## config.mk

```make
export PLATFORM = sky130hd
export DESIGN_NAME = jtag_ir_dr
export DESIGN_NICKNAME = d
export VERILOG_FILES = /design/src/rtl/jtag_ir_dr.sv
export SDC_FILE = /design/constraint.sdc
export NUM_CORES = 1
export LEC_CHECK = 0
export CAP_MARGIN = 20
export CORE_UTILIZATION = 30
export CTS_BUF_LIST = sky130_fd_sc_hd__clkbuf_2 sky130_fd_sc_hd__clkbuf_4 sky130_fd_sc_hd__clkbuf_8
export CTS_CLUSTER_SIZE = 10
export DETAILED_ROUTE_END_ITERATION = 6
export SLEW_MARGIN = 10
export SYNTH_ARGS = -nofsm -noshare
export SYNTH_HDL_FRONTEND = slang
export SYNTH_SLANG_ARGS = --single-unit
```

## constraint.sdc

```tcl
create_clock -name tck -period 3.3 [get_ports tck]
set_clock_uncertainty 0.05 [all_clocks]
set_input_delay 0.66 -clock tck [delete_from_list [all_inputs] [get_ports tck]]
set_output_delay 0.66 -clock tck [all_outputs]
set_load 0.02 [all_outputs]
```

## src/rtl/jtag_ir_dr.sv

```systemverilog
// rtl/jtag_ir_dr.sv - JTAG instruction register plus IDCODE/BYPASS/USER data registers
// Driven by the TAP controller's registered state; produces TDO for the shift states.
module jtag_ir_dr #(
    parameter int unsigned IR_WIDTH     = 4,
    parameter logic [31:0] IDCODE_VALUE = 32'h0000_FAF0,
    parameter int unsigned USER_WIDTH   = 8
) (
    input  logic                  tck,
    input  logic                  trst,
    input  logic [4:0]            tap_state,
    input  logic                  tdi,
    output logic                  tdo,
    output logic                  tdo_en,
    output logic [IR_WIDTH-1:0]   ir_out,
    input  logic [USER_WIDTH-1:0] user_capture,
    output logic [USER_WIDTH-1:0] user_update,
    output logic                  user_update_valid
);

    localparam logic [4:0] ST_TEST_LOGIC_RESET = 5'h00;
    localparam logic [4:0] ST_CAPTURE_DR       = 5'h04;
    localparam logic [4:0] ST_CAPTURE_IR       = 5'h05;
    localparam logic [4:0] ST_SHIFT_DR         = 5'h06;
    localparam logic [4:0] ST_SHIFT_IR         = 5'h07;
    localparam logic [4:0] ST_UPDATE_DR        = 5'h14;
    localparam logic [4:0] ST_UPDATE_IR        = 5'h15;

    localparam logic [IR_WIDTH-1:0] IR_IDCODE  = IR_WIDTH'(1);
    localparam logic [IR_WIDTH-1:0] IR_USER    = IR_WIDTH'(2);
    // The capture pattern happens to equal IDCODE's encoding: LSBs 01, rest zero.
    localparam logic [IR_WIDTH-1:0] IR_CAPTURE = IR_WIDTH'(1);

    logic [IR_WIDTH-1:0]   ir_q, ir_d;
    logic [IR_WIDTH-1:0]   ir_shift_q, ir_shift_d;
    logic [31:0]           id_dr_q, id_dr_d;
    logic [USER_WIDTH-1:0] user_dr_q, user_dr_d;
    logic                  bypass_q, bypass_d;
    logic [USER_WIDTH-1:0] user_update_q, user_update_d;
    logic                  user_update_valid_q, user_update_valid_d;

    logic sel_idcode;
    logic sel_user;
    logic in_shift_ir;
    logic in_shift_dr;

    // Every code other than IDCODE and USER falls back to BYPASS.
    assign sel_idcode  = (ir_q == IR_IDCODE);
    assign sel_user    = (ir_q == IR_USER);
    assign in_shift_ir = (tap_state == ST_SHIFT_IR);
    assign in_shift_dr = (tap_state == ST_SHIFT_DR);

    always_comb begin
        ir_d                = ir_q;
        ir_shift_d          = ir_shift_q;
        id_dr_d             = id_dr_q;
        user_dr_d           = user_dr_q;
        bypass_d            = bypass_q;
        user_update_d       = user_update_q;
        user_update_valid_d = 1'b0;

        case (tap_state)
            ST_TEST_LOGIC_RESET: begin
                ir_d = IR_IDCODE;
            end
            ST_CAPTURE_IR: begin
                ir_shift_d = IR_CAPTURE;
            end
            ST_SHIFT_IR: begin
                ir_shift_d = {tdi, ir_shift_q[IR_WIDTH-1:1]};
            end
            ST_UPDATE_IR: begin
                ir_d = ir_shift_q;
            end
            ST_CAPTURE_DR: begin
                if (sel_idcode) begin
                    id_dr_d = IDCODE_VALUE;
                end else if (sel_user) begin
                    user_dr_d = user_capture;
                end else begin
                    bypass_d = 1'b0;
                end
            end
            ST_SHIFT_DR: begin
                if (sel_idcode) begin
                    id_dr_d = {tdi, id_dr_q[31:1]};
                end else if (sel_user) begin
                    user_dr_d = {tdi, user_dr_q[USER_WIDTH-1:1]};
                end else begin
                    bypass_d = tdi;
                end
            end
            ST_UPDATE_DR: begin
                if (sel_user) begin
                    user_update_d       = user_dr_q;
                    user_update_valid_d = 1'b1;
                end
            end
            default: begin
            end
        endcase
    end

    always_ff @(posedge tck) begin
        if (trst) begin
            ir_q                <= IR_IDCODE;
            ir_shift_q          <= '0;
            id_dr_q             <= '0;
            user_dr_q           <= '0;
            bypass_q            <= 1'b0;
            user_update_q       <= '0;
            user_update_valid_q <= 1'b0;
        end else begin
            ir_q                <= ir_d;
            ir_shift_q          <= ir_shift_d;
            id_dr_q             <= id_dr_d;
            user_dr_q           <= user_dr_d;
            bypass_q            <= bypass_d;
            user_update_q       <= user_update_d;
            user_update_valid_q <= user_update_valid_d;
        end
    end

    // TDO is combinational so the captured LSB appears in the first shift cycle.
    always_comb begin
        tdo = 1'b0;
        if (in_shift_ir) begin
            tdo = ir_shift_q[0];
        end else if (in_shift_dr) begin
            if (sel_idcode) begin
                tdo = id_dr_q[0];
            end else if (sel_user) begin
                tdo = user_dr_q[0];
            end else begin
                tdo = bypass_q;
            end
        end
    end

    assign tdo_en            = in_shift_ir | in_shift_dr;
    assign ir_out            = ir_q;
    assign user_update       = user_update_q;
    assign user_update_valid = user_update_valid_q;

endmodule

```

Word-level counts from Yosys, hierarchy flattened
Cells that the tools add are included.
W data, S select, Z words.
{ "classes": {"n_bitwise": 2, "muxes": 20, "reduce_logical": 9, "n_eq_ne": 16} }
{ "ops": {"columns": ["op", "count"], "rows": [
  ["$mux W32", 2],
  ["$pmux W32 S2", 1],
  ["$mux W8", 4],
  ["$eq A5 B3 Y1 const B", 4],
  ["$ne A2 B2 Y1 const B", 8],
  ["$pmux W4 S2", 2],
  ["$pmux W8 S2", 1],
  ["$eq A5 B5 Y1 const B", 2],
  ["$reduce_and A5 Y1", 2],
  ["$mux W1", 9],
  ["$reduce_bool A2 Y1", 3],
  ["$logic_not A5 Y1", 1],
  ["$eq A4 B1 Y1 const B", 1],
  ["$eq A4 B2 Y1 const B", 1],
  ["$reduce_and A3 Y1", 1],
  ["$pmux W1 S2", 1],
  ["$reduce_and A2 Y1", 1],
  ["$reduce_or A2 Y1", 1],
  ["$not A1 Y1", 1],
  ["$or A1 B1 Y1", 1]
]} }
{ "totals": {"ff_bits": 58, "inputBits": 16, "out_inout_bits": 15} }

Logic depth before layout (Yosys ltp)
{ "logic_depth": {"word_depth": 5, "mapped_depth": 7, "depth_no_buf": 4} }

Least setup slack after synthesis
No wires, ideal clock.
{ "synth_timing": {"path_kind": "input -> output", "from": "input port tap_state[0]", "to": "output port tdo", "slack_ns": 0.303, "required_time_ns": 2.590, "stages": 7, "arrival_time_ns": 2.287, "path_cell_list": "buf_2 or4b_1 buf_2 nor4_4 buf_2 nand4_1 o211ai_1"} }
{ "synth_via": {"elab_chain_cells": 3, "word_cells_on_any_way": 4, "classes_between": "2 x eq/ne; 2 x mux"} }
{ "synth_rtl": {"columns": ["item", "line_no", "rtl"], "rows": [
  ["from (decl)", "10", "input logic [4:0] tap_state,"],
  ["$eq A5 B3 Y1", "50", "assign in_shift_dr = (tap_state == ST_SHIFT_DR);"],
  ["$mux W1", "128", "end else if (in_shift_dr) begin"],
  ["$mux W1 (*)", "126", "if (in_shift_ir) begin"],
  ["to (decl)", "12", "output logic tdo,"]
]} }
Every way passes the cells marked *; elsewhere a longest branch is shown, timed or not.

Worst setup path in the final report
Ends and elaborated chain as after synthesis.

==> impl_metrics.yaml <==
status:
  run_status: "finished clean"
yosys:
  netlist_area_sq_um: 2380
  synthCells: 267
  synth-seq-cells: 58
  avgSynthCellArea_sq_um: 8.90
  synth_ff_type: "dfxtp_1"
  ys.warnings.count: 0
  syn_nets: 283
  synth-seq-area-share_pct: 48.9
  async_flop_share_pct: 0
  synth_edf_count: 0
  synth_top_area_cell: "dfxtp_1"
  yosys-top-cells-area: "dfxtp_1, mux2i_1, a21oi_1, nand3_1, nand2_1"
  synth_top_area_share_pct: 48.9
  synth_cell_types: 35
placement:
  hpwl_um: 3320
  place_ws_ns: -0.169
  place.gp.congestion: 0.825
  io_buffers: 30
  place_area_sq_um: 2810
setup_path:
  crit_type: "in -> out"
  critPathMaxStageDelay_ns: 0.61
  arrival_ns: 2.49
  cp-end-kind: "primary output"
  crit_path_cell_trace: "clkdlybuf4s50_1, or4b_1, nor4_4, nand4_1, o211ai_1, dlygate4sd2_1"
  worst-path-max-fanout: 2
  cp.required_ns: 2.59
  start_kind: "input port"
  cp_slowest_cell: "or4b_1"
routing:
  drc: 0
  wirelength_um: 5150
  drtIter0Drc: 107
  firstDrtPassIters: 4
  wl_met3_um: 180
  vias: 1967
  routed.top_layer: "met4"
  routedWlPerCell_um: 12.6
  ant_nets: 0
  detail_route.vias_per_cell: 4.81
  wl_met1_um: 2510
  dr_wl_met2_um: 2370
finish:
  multi_input_area_sq_um: 1080
  layout.nets: 318
  nFillCells: 799
  syn2layout_area_growth_pct: 25.3
  regArea_sq_um: 1160
  diodes: 0
  final_cell_mix: "dfxtp_1, nor2_1, nand2_1, a21oi_1, clkdlybuf4s50_1"
  layout-drive-gt1-share_pct: 13.4
  layout_commonest_cell: "dfxtp_1"
  fin_area_sq_um: 2980
floorplanning:
  rows: 32
  io_pins: 31
  die_y_um: 91.0
  dieArea_sq_um: 8280
  start_util_pct: 30.9
  core_area_sq_um: 7690
  die_x_um: 91.0
sta:
  drv_slew: 0
  fin_setup_tns_ns: 0
  post-route-period-util_pct: 97.0
  fin_ws_ns: 0.0987
  max-slew-margin-rel_pct: 62.2
  period_minus_slack_ns: 3.20
  tightest_slew_ns: 0.565
  hold_viol: 0
  setup_viol: 0
  rsz0062_at_grt: "false"
  clock.fmax_ghz: 0.312
clock_tree:
  numCtsBuffers: 9
  clk_pin_slew_worst_paths_ns: 0.06
  cts_hold_buf: 0
  cts_setup_buffers: 0
  htreeDepth: 3
  clock_sinks: 58
  cts_max_path_buffers: 2
  cts_tree: "built"
  cts_resized: 1
  cts-root-buf: "clkbuf_8"
  clkLatencyLatePin_ns: 0.34
pwr:
  ir_drop_uv: 245
  p_per_area_nw_per_um2: 458
  p_total_w: 0.00136
  leakagePower_nw: 0.980
grt:
  grt_usage_pct: 13.9
  grt_max_degree: 43
  grt_pass1_wl_um: 8940
  grt_pass1_vias: 1831
  grt-ovfl-total: 0
  antenna_found_initial: 0
hold_path:
  min_path_type: "reg -> reg"
run:
  maxCapViolations: 0
## path summary, 6_finish.rpt
| path | start | to | slack, ns | depth (start not counted) |
|---|---|---|---|---|
| worst max-delay path | tap_state[0] | tdo | 0.1 | 6 |
| worst min-delay path | id_dr_q[10]$_SDFFE_PP0P_ | id_dr_q[10]$_SDFFE_PP0P_ | 0.40 | 2 |
| worst max register to register | ir_out[1]$_SDFFE_PP0P_ | user_update[5]$_SDFFE_PP0P_ | 1.12 | 4 |
| worst min register to register | id_dr_q[10]$_SDFFE_PP0P_ | id_dr_q[10]$_SDFFE_PP0P_ | 0.40 | 2 |
## stage by stage
stage	std cells	util (%)	hold slack, ns
after floorplan	267	-	0.382
after global placement	393	36.5	0.391
after detailed placement	393	36.5	0.394
after CTS	409	38.7	0.403
after global routing	409	38.7	0.419
final	409	38.7	0.402
## kinds of logic after synthesis
group | Yosys count | synth area share [%]
xor+xnor | 1 | 0.369
flops | 58 | 48.9
buf+inv | 32 | 5.74
simple gates | 105 | 21.6
mux | 17 | 7.16
compound gates | 54 | 16.2
## critical path, delay by kind of cell
family | cells | cell delay (ns)
compound gates | 1 | 0.12
buf+inv | 2 | 0.77
simple gates | 3 | 0.94
## state kept, by name, summed over array words and instances, names as in the netlist
register           flops
user_update_valid      1
user_dr_q              8
ir_shift_q             4
bypass_q               1
id_dr_q               32
user_update            8
ir_out                 4
## layer usage
metal  vias to the layer above  global-route usage [%]
li1                       1011                       -
met1                       920                    17.7
met2                        28                    20.5
met3                         8                    4.86
met4                         0                    7.54
met5                         -                       0
## report_power, final
group | leakage (nW) | internal, W | total, W | switching, W
registers | 0.468 | 0.000705 | 0.000709 | 0.00000323
logic | 0.420 | 0.0000370 | 0.0000857 | 0.0000488
clock network | 0.0916 | 0.000285 | 0.000569 | 0.000284
## synth_stat cells, drive strengths merged (3+ instances only)
library cell / n
and2: 3
a311oi: 10
dfxtp: 58
buf: 11
clkbuf: 9
a21oi: 28
a211oi: 9
a22o: 3
nor2: 31
nand2: 30
nor3: 3
nand3: 25
mux2i: 17
inv: 12
## layout make-up
type                    instances  share of cell area (%)
multi-input cells             177                    36.2
well taps                     102                    4.29
repair buffers                 44                    13.2
flip-flops and latches         58                    39.0
inverters                      12                    1.51
clock buffers                  10                    4.62
clock inverters                 6                    1.09
(Power assumes the default switching activity.)
==> RTL change: new RTL, same flow settings <==
Add an input register stage for `tap_state`, `tdi` and `user_capture`, with the module's reset; this delays them by one clock.
--- a/src/rtl/jtag_ir_dr.sv
+++ b/src/rtl/jtag_ir_dr.sv
@@ -30,6 +30,22 @@
     // The capture pattern happens to equal IDCODE's encoding: LSBs 01, rest zero.
     localparam logic [IR_WIDTH-1:0] IR_CAPTURE = IR_WIDTH'(1);
 
+    logic [4:0] tap_state_q;
+    logic tdi_q;
+    logic [USER_WIDTH-1:0] user_capture_q;
+
+    always_ff @(posedge tck) begin
+        if (trst) begin
+            tap_state_q    <= '0;
+            tdi_q          <= '0;
+            user_capture_q <= '0;
+        end else begin
+            tap_state_q    <= tap_state;
+            tdi_q          <= tdi;
+            user_capture_q <= user_capture;
+        end
+    end
+
     logic [IR_WIDTH-1:0]   ir_q, ir_d;
     logic [IR_WIDTH-1:0]   ir_shift_q, ir_shift_d;
     logic [31:0]           id_dr_q, id_dr_d;
@@ -46,8 +62,8 @@
     // Every code other than IDCODE and USER falls back to BYPASS.
     assign sel_idcode  = (ir_q == IR_IDCODE);
     assign sel_user    = (ir_q == IR_USER);
-    assign in_shift_ir = (tap_state == ST_SHIFT_IR);
-    assign in_shift_dr = (tap_state == ST_SHIFT_DR);
+    assign in_shift_ir = (tap_state_q == ST_SHIFT_IR);
+    assign in_shift_dr = (tap_state_q == ST_SHIFT_DR);
 
     always_comb begin
         ir_d                = ir_q;
@@ -58,7 +74,7 @@
         user_update_d       = user_update_q;
         user_update_valid_d = 1'b0;
 
-        case (tap_state)
+        case (tap_state_q)
             ST_TEST_LOGIC_RESET: begin
                 ir_d = IR_IDCODE;
             end
@@ -66,7 +82,7 @@
                 ir_shift_d = IR_CAPTURE;
             end
             ST_SHIFT_IR: begin
-                ir_shift_d = {tdi, ir_shift_q[IR_WIDTH-1:1]};
+                ir_shift_d = {tdi_q, ir_shift_q[IR_WIDTH-1:1]};
             end
             ST_UPDATE_IR: begin
                 ir_d = ir_shift_q;
@@ -75,18 +91,18 @@
                 if (sel_idcode) begin
                     id_dr_d = IDCODE_VALUE;
                 end else if (sel_user) begin
-                    user_dr_d = user_capture;
+                    user_dr_d = user_capture_q;
                 end else begin
                     bypass_d = 1'b0;
                 end
             end
             ST_SHIFT_DR: begin
                 if (sel_idcode) begin
-                    id_dr_d = {tdi, id_dr_q[31:1]};
+                    id_dr_d = {tdi_q, id_dr_q[31:1]};
                 end else if (sel_user) begin
-                    user_dr_d = {tdi, user_dr_q[USER_WIDTH-1:1]};
+                    user_dr_d = {tdi_q, user_dr_q[USER_WIDTH-1:1]};
                 end else begin
-                    bypass_d = tdi;
+                    bypass_d = tdi_q;
                 end
             end
             ST_UPDATE_DR: begin
Check against the original RTL: not equivalent (a bounded check fails within 4 cycles, from zero or initial values and one cycle with trst high).
==> RTL change against the unedited design <==
Combinational power decreased by 3.2%; count of clock-buffer cells in the layout unchanged; worst hold slack about the same; die area increased by 13%; power increased by 19%; setup slack improved by 0.46 ns; synthesized area increased by 13%; sequential share of layout area increased by 5.3 points; cell area increased by 9.3%; sequential cell count increased by 14; critical path depth decreased by 1; routed wire length increased by 6.4%; highest routed layer unchanged.
==> RTL change: results (changes against the unedited design) <==
[timing]
relSlewSlack_pct=46.9  ; -15 points
hold_ws_ns=0.402  ; +0.0000600 ns

[pwr]
p_sw_uw=406  ; +21%
power_density_mw_per_mm2=498  ; +8.8%
p_leak_nw=1.06  ; +8.3%
irDropWorstVdd_v=0.000240  ; -2.3%
combPwrFrac_pct=5.1  ; -1.2 points
pwr.group.clock_uw=643  ; +13%

[status]
run_status=finished, final reports clean

[setup_path]
cp.arrival_ns=2.03  ; -0.46 ns
ff2ff_setup_slack_ns=1.06  ; -0.06 ns
startpoint=ir_out[1]
r2r_start=tap_state_q[0]
critPathMaxFanout=8  ; +6
r2r_end=id_dr_q[1]

[placed_design]
place_congestion=0.838  ; +1.6%
dp.cells=423  ; +7.6%
dpl.hpwl_mm=3.45  ; +4.0%
place_ws_ns=0.917  ; +1.09 ns

[global_route]
grt_util_met3_pct=4.34  ; -0.52 points
use_met2_pct=16.4  ; -4.0 points
grt_use_met1_pct=15.8  ; -1.9 points
grt.total_usage_pct=11.7  ; -2.2 points
grt_pass1_vias=1895  ; +3.5%

[routing]
wl_met1_mm=2.74  ; +9.0%
drt-initial-drc-count=77  ; -28%
dr_wl_met2_mm=2.42  ; +2.4%
dr_wl_met3_um=212  ; +18%
wire_per_inst_um=12.5  ; -0.85%
viasPerCell=4.87  ; +1.4%

[final_layout]
fillers=874  ; +9.4%
drive_above_1_share_pct=6.95  ; -6.4 points
nNetsFinal=342  ; +7.5%
fin_cells=439  ; +7.3%

[worst_hold_path]
hold_start=id_dr_q[16]
holdPathEnd=id_dr_q[16]

[synth]
synth_common_cells=dfxtp_1, a21oi_1, nand2_1, nand3_1, nor2_1
synth_cell_types=30  ; -14%
yosysSeqAreaShare_pct=53.5  ; +4.6 points
syn_inst=303  ; +13%
ys.warnings.count=0  ; unchanged
syn_nets=319  ; +13%
synth_area_leaders=dfxtp_1, a21oi_1, nand3_1

[clock_network]
post_cts_resized=0  ; -1

-- RTL change: area by class of cell --
| class | instances | area [µm²] | area share (%) |
|---|---|---|---|
| clock buffer | 10 | 138 | 4.23 |
| inverter | 13 | 48.8 | 1.50 |
| multi-input combinational | 197 | 1120 | 34.4 |
| timing repair buffer | 33 | 330 | 10.1 |
| clock inverter | 6 | 42.5 | 1.31 |
| sequential | 72 | 1440 | 44.3 |
| tap | 108 | 135 | 4.15 |
-- RTL change: worst max-delay path: stages, from the launching register on --
cell and delay, ns:
dfxtp_1 0.46, and2b_1 0.24, nand2_1 0.07, o221ai_1 0.11
o21ai_0 0.19, clkdlybuf4s50_1 0.63
-- RTL change: cells by family after synthesis --
| logic type | after synthesis | share of synthesized area, % |
|---|---|---|
| flops | 72 | 53.5 |
| simple gates | 123 | 22.8 |
| xor+xnor | 1 | 0.325 |
| mux | 9 | 3.34 |
| buf+inv | 34 | 5.01 |
| compound gates | 64 | 15.0 |
